`config.mk`:
```
export PLATFORM = sky130hd
export DESIGN_NAME = boot_seq_ctrl_flat
export DESIGN_NICKNAME = d
export VERILOG_FILES = /design/src/rtl/boot_seq_ctrl_if.sv /design/src/rtl/boot_seq_ctrl.sv /design/src/flat_wrapper.sv
export SDC_FILE = /design/constraint.sdc
export NUM_CORES = 1
export LEC_CHECK = 0
export CAP_MARGIN = 10
export CORE_MARGIN = 10
export CORE_UTILIZATION = 58
export CTS_BUF_LIST = sky130_fd_sc_hd__clkbuf_4 sky130_fd_sc_hd__clkbuf_8 sky130_fd_sc_hd__clkbuf_16
export CTS_CLUSTER_DIAMETER = 40
export DETAILED_ROUTE_END_ITERATION = 8
export DONT_BUFFER_PORTS = 1
export GPL_ROUTABILITY_DRIVEN = 0
export PLACE_DENSITY = 0.76
export SYNTH_ARGS = -nofsm -noshare
export SYNTH_HDL_FRONTEND = slang
export SYNTH_SLANG_ARGS = --single-unit
```
`constraint.sdc`:
```
create_clock -name clk -period 2.85 [get_ports clk]
set_clock_uncertainty 0.1 [all_clocks]
set_input_delay 0.4275 -clock clk [delete_from_list [all_inputs] [get_ports clk]]
set_output_delay 0.4275 -clock clk [all_outputs]
set_load 0.01 [all_outputs]
```
`src/rtl/boot_seq_ctrl_if.sv`:
```
// Host-link, memory-port and core-control signals of the bring-up sequencer.
// The sequencer takes the master side; the link, memories and core sit on the slave side.
interface boot_seq_ctrl_if #(
    parameter int unsigned IMEM_AW = 8,
    parameter int unsigned DMEM_AW = 8
);
    logic               rx_valid;
    logic [7:0]         rx_data;
    logic               rx_ready;
    logic               imem_we;
    logic [IMEM_AW-1:0] imem_addr;
    logic [31:0]        imem_wdata;
    logic               core_rst_n;
    logic               core_finish;
    logic [DMEM_AW-1:0] dmem_addr;
    logic [31:0]        dmem_rdata;
    logic               tx_valid;
    logic [7:0]         tx_data;
    logic               tx_ready;

    modport master (
        input  rx_valid, rx_data, core_finish, dmem_rdata, tx_ready,
        output rx_ready, imem_we, imem_addr, imem_wdata, core_rst_n,
               dmem_addr, tx_valid, tx_data
    );

    modport slave (
        output rx_valid, rx_data, core_finish, dmem_rdata, tx_ready,
        input  rx_ready, imem_we, imem_addr, imem_wdata, core_rst_n,
               dmem_addr, tx_valid, tx_data
    );
endinterface

```
`src/rtl/boot_seq_ctrl.sv`:
```
// Bring-up sequencer: loads a length-prefixed program into imem, runs the core under a
// watchdog, then streams a dmem window out byte-wise MSB first.
module boot_seq_ctrl #(
    parameter int unsigned IMEM_AW    = 8,
    parameter int unsigned DMEM_AW    = 8,
    parameter int unsigned DUMP_BASE  = 0,
    parameter int unsigned DUMP_WORDS = 16,
    parameter logic [31:0] TIMEOUT    = 32'd1000000
) (
    input  logic            clk,
    input  logic            rst_n,
    boot_seq_ctrl_if.master bus,
    output logic            done,
    output logic            err,
    output logic [31:0]     run_cycles
);
    typedef enum logic [2:0] {
        S_LEN_HI, S_LEN_LO, S_LOAD, S_RUN, S_DUMP_RD, S_DUMP_TX, S_DONE, S_ERR
    } state_t;

    localparam logic [32:0]        IMEM_CAP  = 33'(1) << IMEM_AW;
    localparam logic [DMEM_AW:0]   LAST_WORD = (DMEM_AW+1)'(DUMP_WORDS - 1);
    localparam logic [DMEM_AW-1:0] BASE      = DMEM_AW'(DUMP_BASE);

    state_t           state_q, state_d;
    logic [15:0]      len_q, len_d;
    logic [15:0]      widx_q, widx_d;
    logic [23:0]      word_q, word_d;
    logic [1:0]       byte_cnt_q, byte_cnt_d;
    logic [31:0]      run_q, run_d;
    logic [DMEM_AW:0] wcnt_q, wcnt_d;
    logic [31:0]      shift_q, shift_d;
    logic             lat_q, lat_d;
    logic             rx_fire;

    // rx_ready is gated by rst_n so the link sees no acceptance while reset is held
    assign bus.rx_ready   = rst_n & (state_q inside {S_LEN_HI, S_LEN_LO, S_LOAD});
    assign rx_fire        = bus.rx_valid & bus.rx_ready;
    assign bus.imem_we    = (state_q == S_LOAD) & rx_fire & (byte_cnt_q == 2'd3);
    assign bus.imem_addr  = IMEM_AW'(widx_q);
    assign bus.imem_wdata = bus.imem_we ? {word_q, bus.rx_data} : '0;
    assign bus.core_rst_n = state_q inside {S_RUN, S_DUMP_RD, S_DUMP_TX, S_DONE};
    assign bus.dmem_addr  = (state_q inside {S_DUMP_RD, S_DUMP_TX}) ?
                            BASE + DMEM_AW'(wcnt_q) : '0;
    assign bus.tx_valid   = (state_q == S_DUMP_TX) & lat_q;
    assign bus.tx_data    = bus.tx_valid ? shift_q[31:24] : '0;
    assign done           = (state_q == S_DONE);
    assign err            = (state_q == S_ERR);
    assign run_cycles     = run_q;

    always_comb begin
        state_d    = state_q;
        len_d      = len_q;
        widx_d     = widx_q;
        word_d     = word_q;
        byte_cnt_d = byte_cnt_q;
        run_d      = run_q;
        wcnt_d     = wcnt_q;
        shift_d    = shift_q;
        lat_d      = lat_q;
        unique case (state_q)
            S_LEN_HI: if (rx_fire) begin
                len_d[15:8] = bus.rx_data;
                state_d     = S_LEN_LO;
            end
            S_LEN_LO: if (rx_fire) begin
                len_d      = {len_q[15:8], bus.rx_data};
                widx_d     = '0;
                byte_cnt_d = '0;
                word_d     = '0;
                if ({17'd0, len_d} > IMEM_CAP) state_d = S_ERR;
                else if (len_d == 16'd0)       state_d = S_RUN;
                else                           state_d = S_LOAD;
            end
            S_LOAD: if (rx_fire) begin
                word_d     = {word_q[15:0], bus.rx_data};
                byte_cnt_d = byte_cnt_q + 2'd1;
                if (byte_cnt_q == 2'd3) begin
                    widx_d = widx_q + 16'd1;
                    if (widx_d == len_q) state_d = S_RUN;
                end
            end
            S_RUN: begin
                if (bus.core_finish) begin
                    wcnt_d  = '0;
                    state_d = S_DUMP_RD;
                end else begin
                    if (run_q != '1) run_d = run_q + 32'd1;
                    if (run_d >= TIMEOUT) state_d = S_ERR;
                end
            end
            S_DUMP_RD: begin
                byte_cnt_d = '0;
                lat_d      = 1'b0;
                state_d    = S_DUMP_TX;
            end
            // first DUMP_TX cycle captures the sync-read word; bytes go out from then on
            S_DUMP_TX: begin
                if (!lat_q) begin
                    shift_d = bus.dmem_rdata;
                    lat_d   = 1'b1;
                end else if (bus.tx_ready) begin
                    shift_d    = {shift_q[23:0], 8'h00};
                    byte_cnt_d = byte_cnt_q + 2'd1;
                    if (byte_cnt_q == 2'd3) begin
                        if (wcnt_q == LAST_WORD) begin
                            state_d = S_DONE;
                        end else begin
                            wcnt_d  = wcnt_q + (DMEM_AW+1)'(1);
                            state_d = S_DUMP_RD;
                        end
                    end
                end
            end
            S_DONE: ;
            S_ERR:  ;
            default: state_d = S_ERR;
        endcase
    end

    always_ff @(posedge clk or negedge rst_n) begin
        if (!rst_n) begin
            state_q    <= S_LEN_HI;
            len_q      <= '0;
            widx_q     <= '0;
            word_q     <= '0;
            byte_cnt_q <= '0;
            run_q      <= '0;
            wcnt_q     <= '0;
            shift_q    <= '0;
            lat_q      <= 1'b0;
        end else begin
            state_q    <= state_d;
            len_q      <= len_d;
            widx_q     <= widx_d;
            word_q     <= word_d;
            byte_cnt_q <= byte_cnt_d;
            run_q      <= run_d;
            wcnt_q     <= wcnt_d;
            shift_q    <= shift_d;
            lat_q      <= lat_d;
        end
    end
endmodule

```
`src/flat_wrapper.sv`:
```
// flat-port wrapper written by rule: the top's interface ports become plain ports
module boot_seq_ctrl_flat 
#(
    parameter int unsigned IMEM_AW    = 8,
    parameter int unsigned DMEM_AW    = 8,
    parameter int unsigned DUMP_BASE  = 0,
    parameter int unsigned DUMP_WORDS = 16,
    parameter logic [31:0] TIMEOUT    = 32'd1000000
)
  (clk, rst_n, done, err, run_cycles, bus_rx_valid, bus_rx_data, bus_core_finish, bus_dmem_rdata, bus_tx_ready, bus_rx_ready, bus_imem_we, bus_imem_addr, bus_imem_wdata, bus_core_rst_n, bus_dmem_addr, bus_tx_valid, bus_tx_data);
  boot_seq_ctrl_if #(.IMEM_AW(IMEM_AW), .DMEM_AW(DMEM_AW)) bus_i ();
  input  logic clk;
  input  logic rst_n;
  output logic done;
  output logic err;
  output logic [31:0] run_cycles;
  input wire logic [$bits(bus_i.rx_valid)-1:0] bus_rx_valid;
  input wire logic [$bits(bus_i.rx_data)-1:0] bus_rx_data;
  input wire logic [$bits(bus_i.core_finish)-1:0] bus_core_finish;
  input wire logic [$bits(bus_i.dmem_rdata)-1:0] bus_dmem_rdata;
  input wire logic [$bits(bus_i.tx_ready)-1:0] bus_tx_ready;
  output wire logic [$bits(bus_i.rx_ready)-1:0] bus_rx_ready;
  output wire logic [$bits(bus_i.imem_we)-1:0] bus_imem_we;
  output wire logic [$bits(bus_i.imem_addr)-1:0] bus_imem_addr;
  output wire logic [$bits(bus_i.imem_wdata)-1:0] bus_imem_wdata;
  output wire logic [$bits(bus_i.core_rst_n)-1:0] bus_core_rst_n;
  output wire logic [$bits(bus_i.dmem_addr)-1:0] bus_dmem_addr;
  output wire logic [$bits(bus_i.tx_valid)-1:0] bus_tx_valid;
  output wire logic [$bits(bus_i.tx_data)-1:0] bus_tx_data;
  assign bus_i.rx_valid = bus_rx_valid;
  assign bus_i.rx_data = bus_rx_data;
  assign bus_i.core_finish = bus_core_finish;
  assign bus_i.dmem_rdata = bus_dmem_rdata;
  assign bus_i.tx_ready = bus_tx_ready;
  assign bus_rx_ready = bus_i.rx_ready;
  assign bus_imem_we = bus_i.imem_we;
  assign bus_imem_addr = bus_i.imem_addr;
  assign bus_imem_wdata = bus_i.imem_wdata;
  assign bus_core_rst_n = bus_i.core_rst_n;
  assign bus_dmem_addr = bus_i.dmem_addr;
  assign bus_tx_valid = bus_i.tx_valid;
  assign bus_tx_data = bus_i.tx_data;
  boot_seq_ctrl #(.IMEM_AW(IMEM_AW), .DMEM_AW(DMEM_AW), .DUMP_BASE(DUMP_BASE), .DUMP_WORDS(DUMP_WORDS), .TIMEOUT(TIMEOUT)) u_core (.clk(clk), .rst_n(rst_n), .bus(bus_i), .done(done), .err(err), .run_cycles(run_cycles));
endmodule
```
==> impl_metrics.py <==
metrics = {
    "run_status": {
        "status": "finished, violations left",
        "violations": "hold timing",
    },
    "final_layout": {
        "fin_cells": 1002,
        "syn2layout_area_growth_pct": 13.4,
        "drive_above_1_share_pct": 15.1,
        "fill_cells": 982,
        "antenna_cells": 0,
        "final_area_um2": 8660,
        "layout_common_cells": "133 x dfrtp_1, 85 x nand2_1, 69 x o21ai_0",
        "final_common_cell": "dfrtp_1",
        "layout.nets": 871,
    },
    "cts": {
        "h-tree-depth": 4,
        "cts_tree": "done",
        "cts_buffer_depth": 2,
        "cts_made_buffers": 17,
        "clkSinkCount": 135,
        "clock_latency_ns": 0.42,
        "cts_root_buffer": "clkbuf_16",
        "clkTransAtPathRegs_ns": 0.05,
    },
    "synthesis": {
        "synth_compound_area_share_pct": 15.6,
        "yosysWarnings": 0,
        "synthXorXnorAreaFrac_pct": 6.31,
        "synth_top_family_by_area": "simple AND/OR/NAND/NOR gates",
        "ys.flop_type": "dfrtp_1",
        "synth_async_sr_flop_share_pct": 100,
        "postSynthCellCount": 816,
        "synth_mux_area_share_pct": 6.29,
        "netlist.area_leader.share_pct": 44.2,
        "yosysSeqAreaShare_pct": 44.2,
        "synth_edf_count": 0,
        "synth_adder_area_share_pct": 1.15,
        "synth_area_per_cell_um2": 9.36,
        "yosys.cell_types.count": 63,
        "synth.area.top_cells": "dfrtp_1 44%, and3_1 4.8%, o21ai_0 4.6%",
        "yosys.area_share.simple_pct": 21.8,
        "synth_seq_cells": 135,
        "syn-cell-area_um2": 7640,
        "synth_top_cell_by_area": "dfrtp_1",
        "syn_nets": 868,
    },
    "floorplanning": {
        "chipHeight_um": 135,
        "rows": 41,
        "fp.dieW_um": 135,
        "die-area_um2": 18200,
        "fp.coreArea_um2": 12800,
        "io_pins": 139,
        "initial_utilization_pct": 59.8,
    },
    "job": {
        "drv_cap": 0,
    },
    "timing": {
        "setup_tns_ns": 0,
        "period_share_pct": 96.8,
        "slew_violations": 0,
        "finalHoldViolations": 135,
        "tightest_slew_ns": 1.11,
        "finalCriticalPeriod_ns": 2.76,
        "setup_viol": 0,
        "fmax_mhz": 363,
        "worst_slack_ns": 0.0921,
        "timing.hold.ws_ns": -0.398,
        "maxSlewHeadroom_pct": 25.7,
    },
    "detailed_routing": {
        "vias": 6330,
        "wl_mm": 19.7,
        "first_iter_violations": 478,
        "top_layer": "met4",
        "met3_length_mm": 1.72,
        "dr.pass1.iters": 7,
        "wire_per_inst_um": 19.6,
        "wl_met2_mm": 9.42,
        "drc": 0,
        "ant_nets": 0,
        "via_per_inst": 6.32,
        "wl_met1_mm": 7.94,
    },
    "worst_setup_path": {
        "reg2reg_depth": 10,
        "arrival_ns": 2.23,
        "crit_path_max_fanout": 59,
        "worst-setup-path-type": "flip-flop to primary output",
        "cp_num_cells": 5,
        "slowest_delay_ns": 0.46,
        "critPathTopFamily": "simple AND/OR/NAND/NOR gates",
        "reg2reg_slack_ns": 0.13,
        "r2r_end": "u_core.state_q[0]$_DFFE_PN0P_",
        "required_ns": 2.32,
        "cp_cell_sequence": "inv_1, nor3_4, and3_1, buf_12, and3_1",
        "startpoint_type": "flip-flop",
        "worstSetupEndpointType": "primary output",
        "critPathBufInv": 2,
        "timing.rr.start": "u_core.run_cycles[0]$_DFFE_PN0P_",
        "crit_path_frequent_cell": "and3_1",
        "cpMaxStageDelayCell": "dfrtp_2",
    },
    "global_route": {
        "grt_max_degree": 139,
        "overflow": 0,
        "track_usage_pct": 21.4,
        "antenna_found_initial": 0,
        "grt_pass1_wl_mm": 32.0,
        "grt_pass1_vias": 6173,
    },
    "placed_design": {
        "place_ws_ns": 0.121,
        "post-place-cells": 970,
        "dpl.hpwl_mm": 13.8,
        "io_buffers": 0,
        "placed_cell_area_um2": 7970,
    },
    "pwr": {
        "switchingPower_mw": 2.29,
        "leakage_nw": 3.99,
        "pwr-share-clk_pct": 32.5,
        "seq_power_share_pct": 40.1,
        "ir_worst_vdd_mv": 0.804,
        "power_density_nw_per_um2": 824,
        "power_mw": 7.14,
        "combPwrFrac_pct": 27.4,
        "p_int_mw": 4.85,
        "switching_share_pct": 32.1,
    },
    "hold_path": {
        "min_path_type": "input port to asynchronous set/reset pin",
    },
}
cells in the mapped netlist (all sizes together) (2+ instances only):
cell type and instances:
a211oi 5, o21a 2, a41oi 2, o22ai 5
a32o 2, a31oi 9, dfrtp 135, o41ai 3
o211ai 5, nand4 21, mux2i 30, inv 16
or4 6, or2 5, o31a 2, xor2 29
nand3b 2, ha 7, nand3 32, o31ai 9
a21bo 2, or3 7, and4 8, nor4 10
nand2b 3, nor2 41, clkbuf 52, o22a 2
nand2 85, a22o 34, nor4b 2, buf 15
a21oi 13, and2 12, nor3 16, mux2 16
o2111ai 3, o21ai 70, and3 58, xnor2 26
timing repair:
action	4_1_cts	5_1_grt
pin swaps	0	1
gates resized for setup	1	11
endpoints found under the hold margin	135	135
endpoints found under the setup margin	33	60
setup buffers	0	2
cloned	0	0
kinds of logic after synthesis:
family | Yosys count
mux | 46
compound gates | 177
xor+xnor | 55
buf+inv | 84
simple gates | 312
fa+ha+maj | 7
flops | 135
flip-flops by register name, summed over array words and instances (netlist names):
signal             count
u_core.lat_q           1
u_core.state_q         3
u_core.run_cycles     32
u_core.widx_q         16
u_core.byte_cnt_q      2
u_core.wcnt_q          9
u_core.word_q         24
u_core.len_q          16
u_core.shift_q        32
worst reg2reg max path, delay by kind of cell (launching register included):
| family | cells | cell delay [ns] |
|---|---|---|
| AO/OA/AOI/OAI | 3 | 0.64 |
| adder cells (fa/ha/maj) | 1 | 0.27 |
| buffers and inverters | 1 | 0.18 |
| flip-flops | 1 | 0.42 |
| AND/OR/NAND/NOR | 5 | 1.00 |
how the worst max path moves through the flow:
stage | from | to | slack [ns]
CTS | u_core.state_q[1]$_DFFE_PN0P_ | bus_imem_wdata[15] | 0.02
global placement | u_core.run_cycles[4]$_DFFE_PN0P_ | u_core.state_q[0]$_DFFE_PN0P_ | 0.18
detailed placement | u_core.widx_q[7]$_DFFE_PN0P_ | u_core.state_q[2]$_DFFE_PN0P_ | 0.12
finish | u_core.state_q[1]$_DFFE_PN0P_ | bus_imem_wdata[15] | 0.09
floorplan | u_core.state_q[1]$_DFFE_PN0P_ | bus_imem_wdata[0] | 0.11
global route | u_core.run_cycles[0]$_DFFE_PN0P_ | u_core.state_q[0]$_DFFE_PN0P_ | -0.0008
cell type report:
class	instances	area (um2)	share of cell area [%]
multi-input cells	597	3980	46.0
inverters	17	63.8	0.737
clock buffers	21	474	5.48
repair buffers	51	395	4.57
well taps	172	215	2.49
flip-flops and latches	135	3380	39.0
clock inverters	9	149	1.72
power by group through the flow:
stage | clock network, mW | logic (mW) | registers, mW
floorplan | 0 | 1.57 | 2.73
global placement | 0 | 1.86 | 2.84
detailed placement | 0 | 1.94 | 2.87
CTS | 2.35 | 1.96 | 2.85
global route | 2.45 | 2.20 | 2.93
finish | 2.32 | 1.96 | 2.86
per-layer routing:
metal	GRT usage [%]	vias up
met1	26.1	3080
met4	8.46	0
met2	33.6	237
met3	8.20	49
met5	0	-
li1	-	2964
per-stage QoR:
step,util [%],hold WS [ns]
5_1_grt,67.8,-0.416
6_report,67.8,-0.398
4_1_cts,67.3,-0.411
3_3_place_gp,62.4,0.0384
3_5_place_dp,62.4,0.0384
2_1_floorplan,-,0.0319
Note: power is estimated with default switching activity, not from simulation.
==> RTL change: new RTL, same settings <==
Put a register stage on the output `err`, with the module's reset. The value now appears one clock later. The other outputs are not delayed to match.
--- a/src/rtl/boot_seq_ctrl.sv
+++ b/src/rtl/boot_seq_ctrl.sv
@@ -47,3 +47,9 @@
     assign done           = (state_q == S_DONE);
-    assign err            = (state_q == S_ERR);
+    always_ff @(posedge clk or negedge rst_n) begin
+        if (!rst_n) begin
+            err <= '0;
+        end else begin
+            err <= (state_q == S_ERR);
+        end
+    end
     assign run_cycles     = run_q;
Formal check against the unedited RTL: not equivalent (Yosys sat finds a counterexample within 4 cycles, from zero or initial values and one cycle with rst_n low).
==> RTL change against the original RTL <==
  * The flow still finishes with violations (negative hold slack)
  * Sequential cell count increased by 1
  * Cell area up 4.1%
  * Global-route usage rose by 0.17 points
  * Area after synthesis up 1.9%
  * Routed wire length grew 3.4%
  * Setup slack improved by 0.0055 ns
  * Cell count rose by 2.0%
Power is not compared: it rests on default switching activity, and its combinational part moved more than twofold at a synthesized area within 25%.
==> RTL change: results <==
group,metric,value,unit
status,run_status,"finished, violations left",
status,violations,"negative hold slack",
layout,syn_to_final_growth,15.83,%
global_route,track_usage,21.61,%
detailed_routing,vias,6396,
detailed_routing,wl_per_cell,19.89,um
timing,hold_viol,136,
yosys,ys_seq_area_share,43.75,%
yosys,synth_compound_area_share,14.72,%
yosys,netlist_instances,800,
setup_path,crit_path_max_fanout,7,
layout,nNetsFinal,885,
yosys,yosys-top-cells-count,"136 x dfrtp_1, 81 x nand2_1, 67 x o21ai_0",
timing,hold_slack,-0.3990,ns
placed_design,hpwl,14590,um
yosys,synth-xor-area-share,6.756,%
placed_design,dp.cells,984,
global_route,met1_usage,27.14,%
yosys,yosys.area_share.adder,1.126,%
placed_design,dpl_worst_slack,-0.01918,ns
setup_path,r2r_slack,0.1,ns
yosys,yosys-mux-area-fraction,6.530,%
setup_path,worstRegToRegCells,9,
placed_design,placed_area,0.008258,mm^2
setup_path,reg2reg_from,"u_core.run_cycles[9]",
==> RTL change: timing repair <==
action                     in CTS  in global routing
buffers inserted                2                  4
hold endpoints to repair      136                136
setup endpoints to repair       1                 36
pin swaps                       1                  8
gates resized for setup         0                 22
==> RTL change: worst max-delay path by stage <==
stage,startpoint,to,slack [ns],cells after the start
floorplan,u_core.run_cycles[0],u_core.state_q[0],0.12,9
CTS,u_core.widx_q[1],u_core.state_q[0],0.01,9
detailed placement,u_core.run_cycles[1],u_core.state_q[0],-0.02,9
global route,u_core.widx_q[1],u_core.state_q[0],-0.03,10
global placement,u_core.run_cycles[0],u_core.state_q[0],0.10,9
finish,u_core.run_cycles[9],u_core.state_q[0],0.1,9
==> RTL change: cells by family (layout without fill, tap and decap cells) <==
| group | count (synthesis) | in the layout |
|---|---|---|
| multiplexers | 48 | 48 |
| XOR/XNOR | 60 | 60 |
| adder cells (fa/ha/maj) | 7 | 7 |
| buffers and inverters | 73 | 119 |
| AO/OA/AOI/OAI | 167 | 167 |
| flip-flops | 136 | 136 |
| AND/OR/NAND/NOR | 309 | 309 |
==> RTL change: layout make-up <==
type | count | area (um^2) | area share (%)
Clock inverter | 13 | 167.7 | 1.861
Inverter | 8 | 30.03 | 0.3333
Sequential cell | 136 | 3408 | 37.83
Clock buffer | 19 | 446.7 | 4.958
Multi-Input combinational cell | 591 | 4131 | 45.85
Tap cell | 176 | 220.2 | 2.444
Timing Repair Buffer | 79 | 605.6 | 6.721
==> RTL change: power by group <==
group	switching [mW]	internal, mW	total [mW]
logic	0.0176	0.0176	0.0352
clock network	0.867	1.42	2.29
registers	0.00340	1.93	1.94
total	0.888	3.37	4.26
==> RTL change: layer usage <==
metal	vias up	wire, um
met5	-	0
met4	0	381
met3	39	1898
met2	259	9581
met1	3116	8467
li1	2982	-
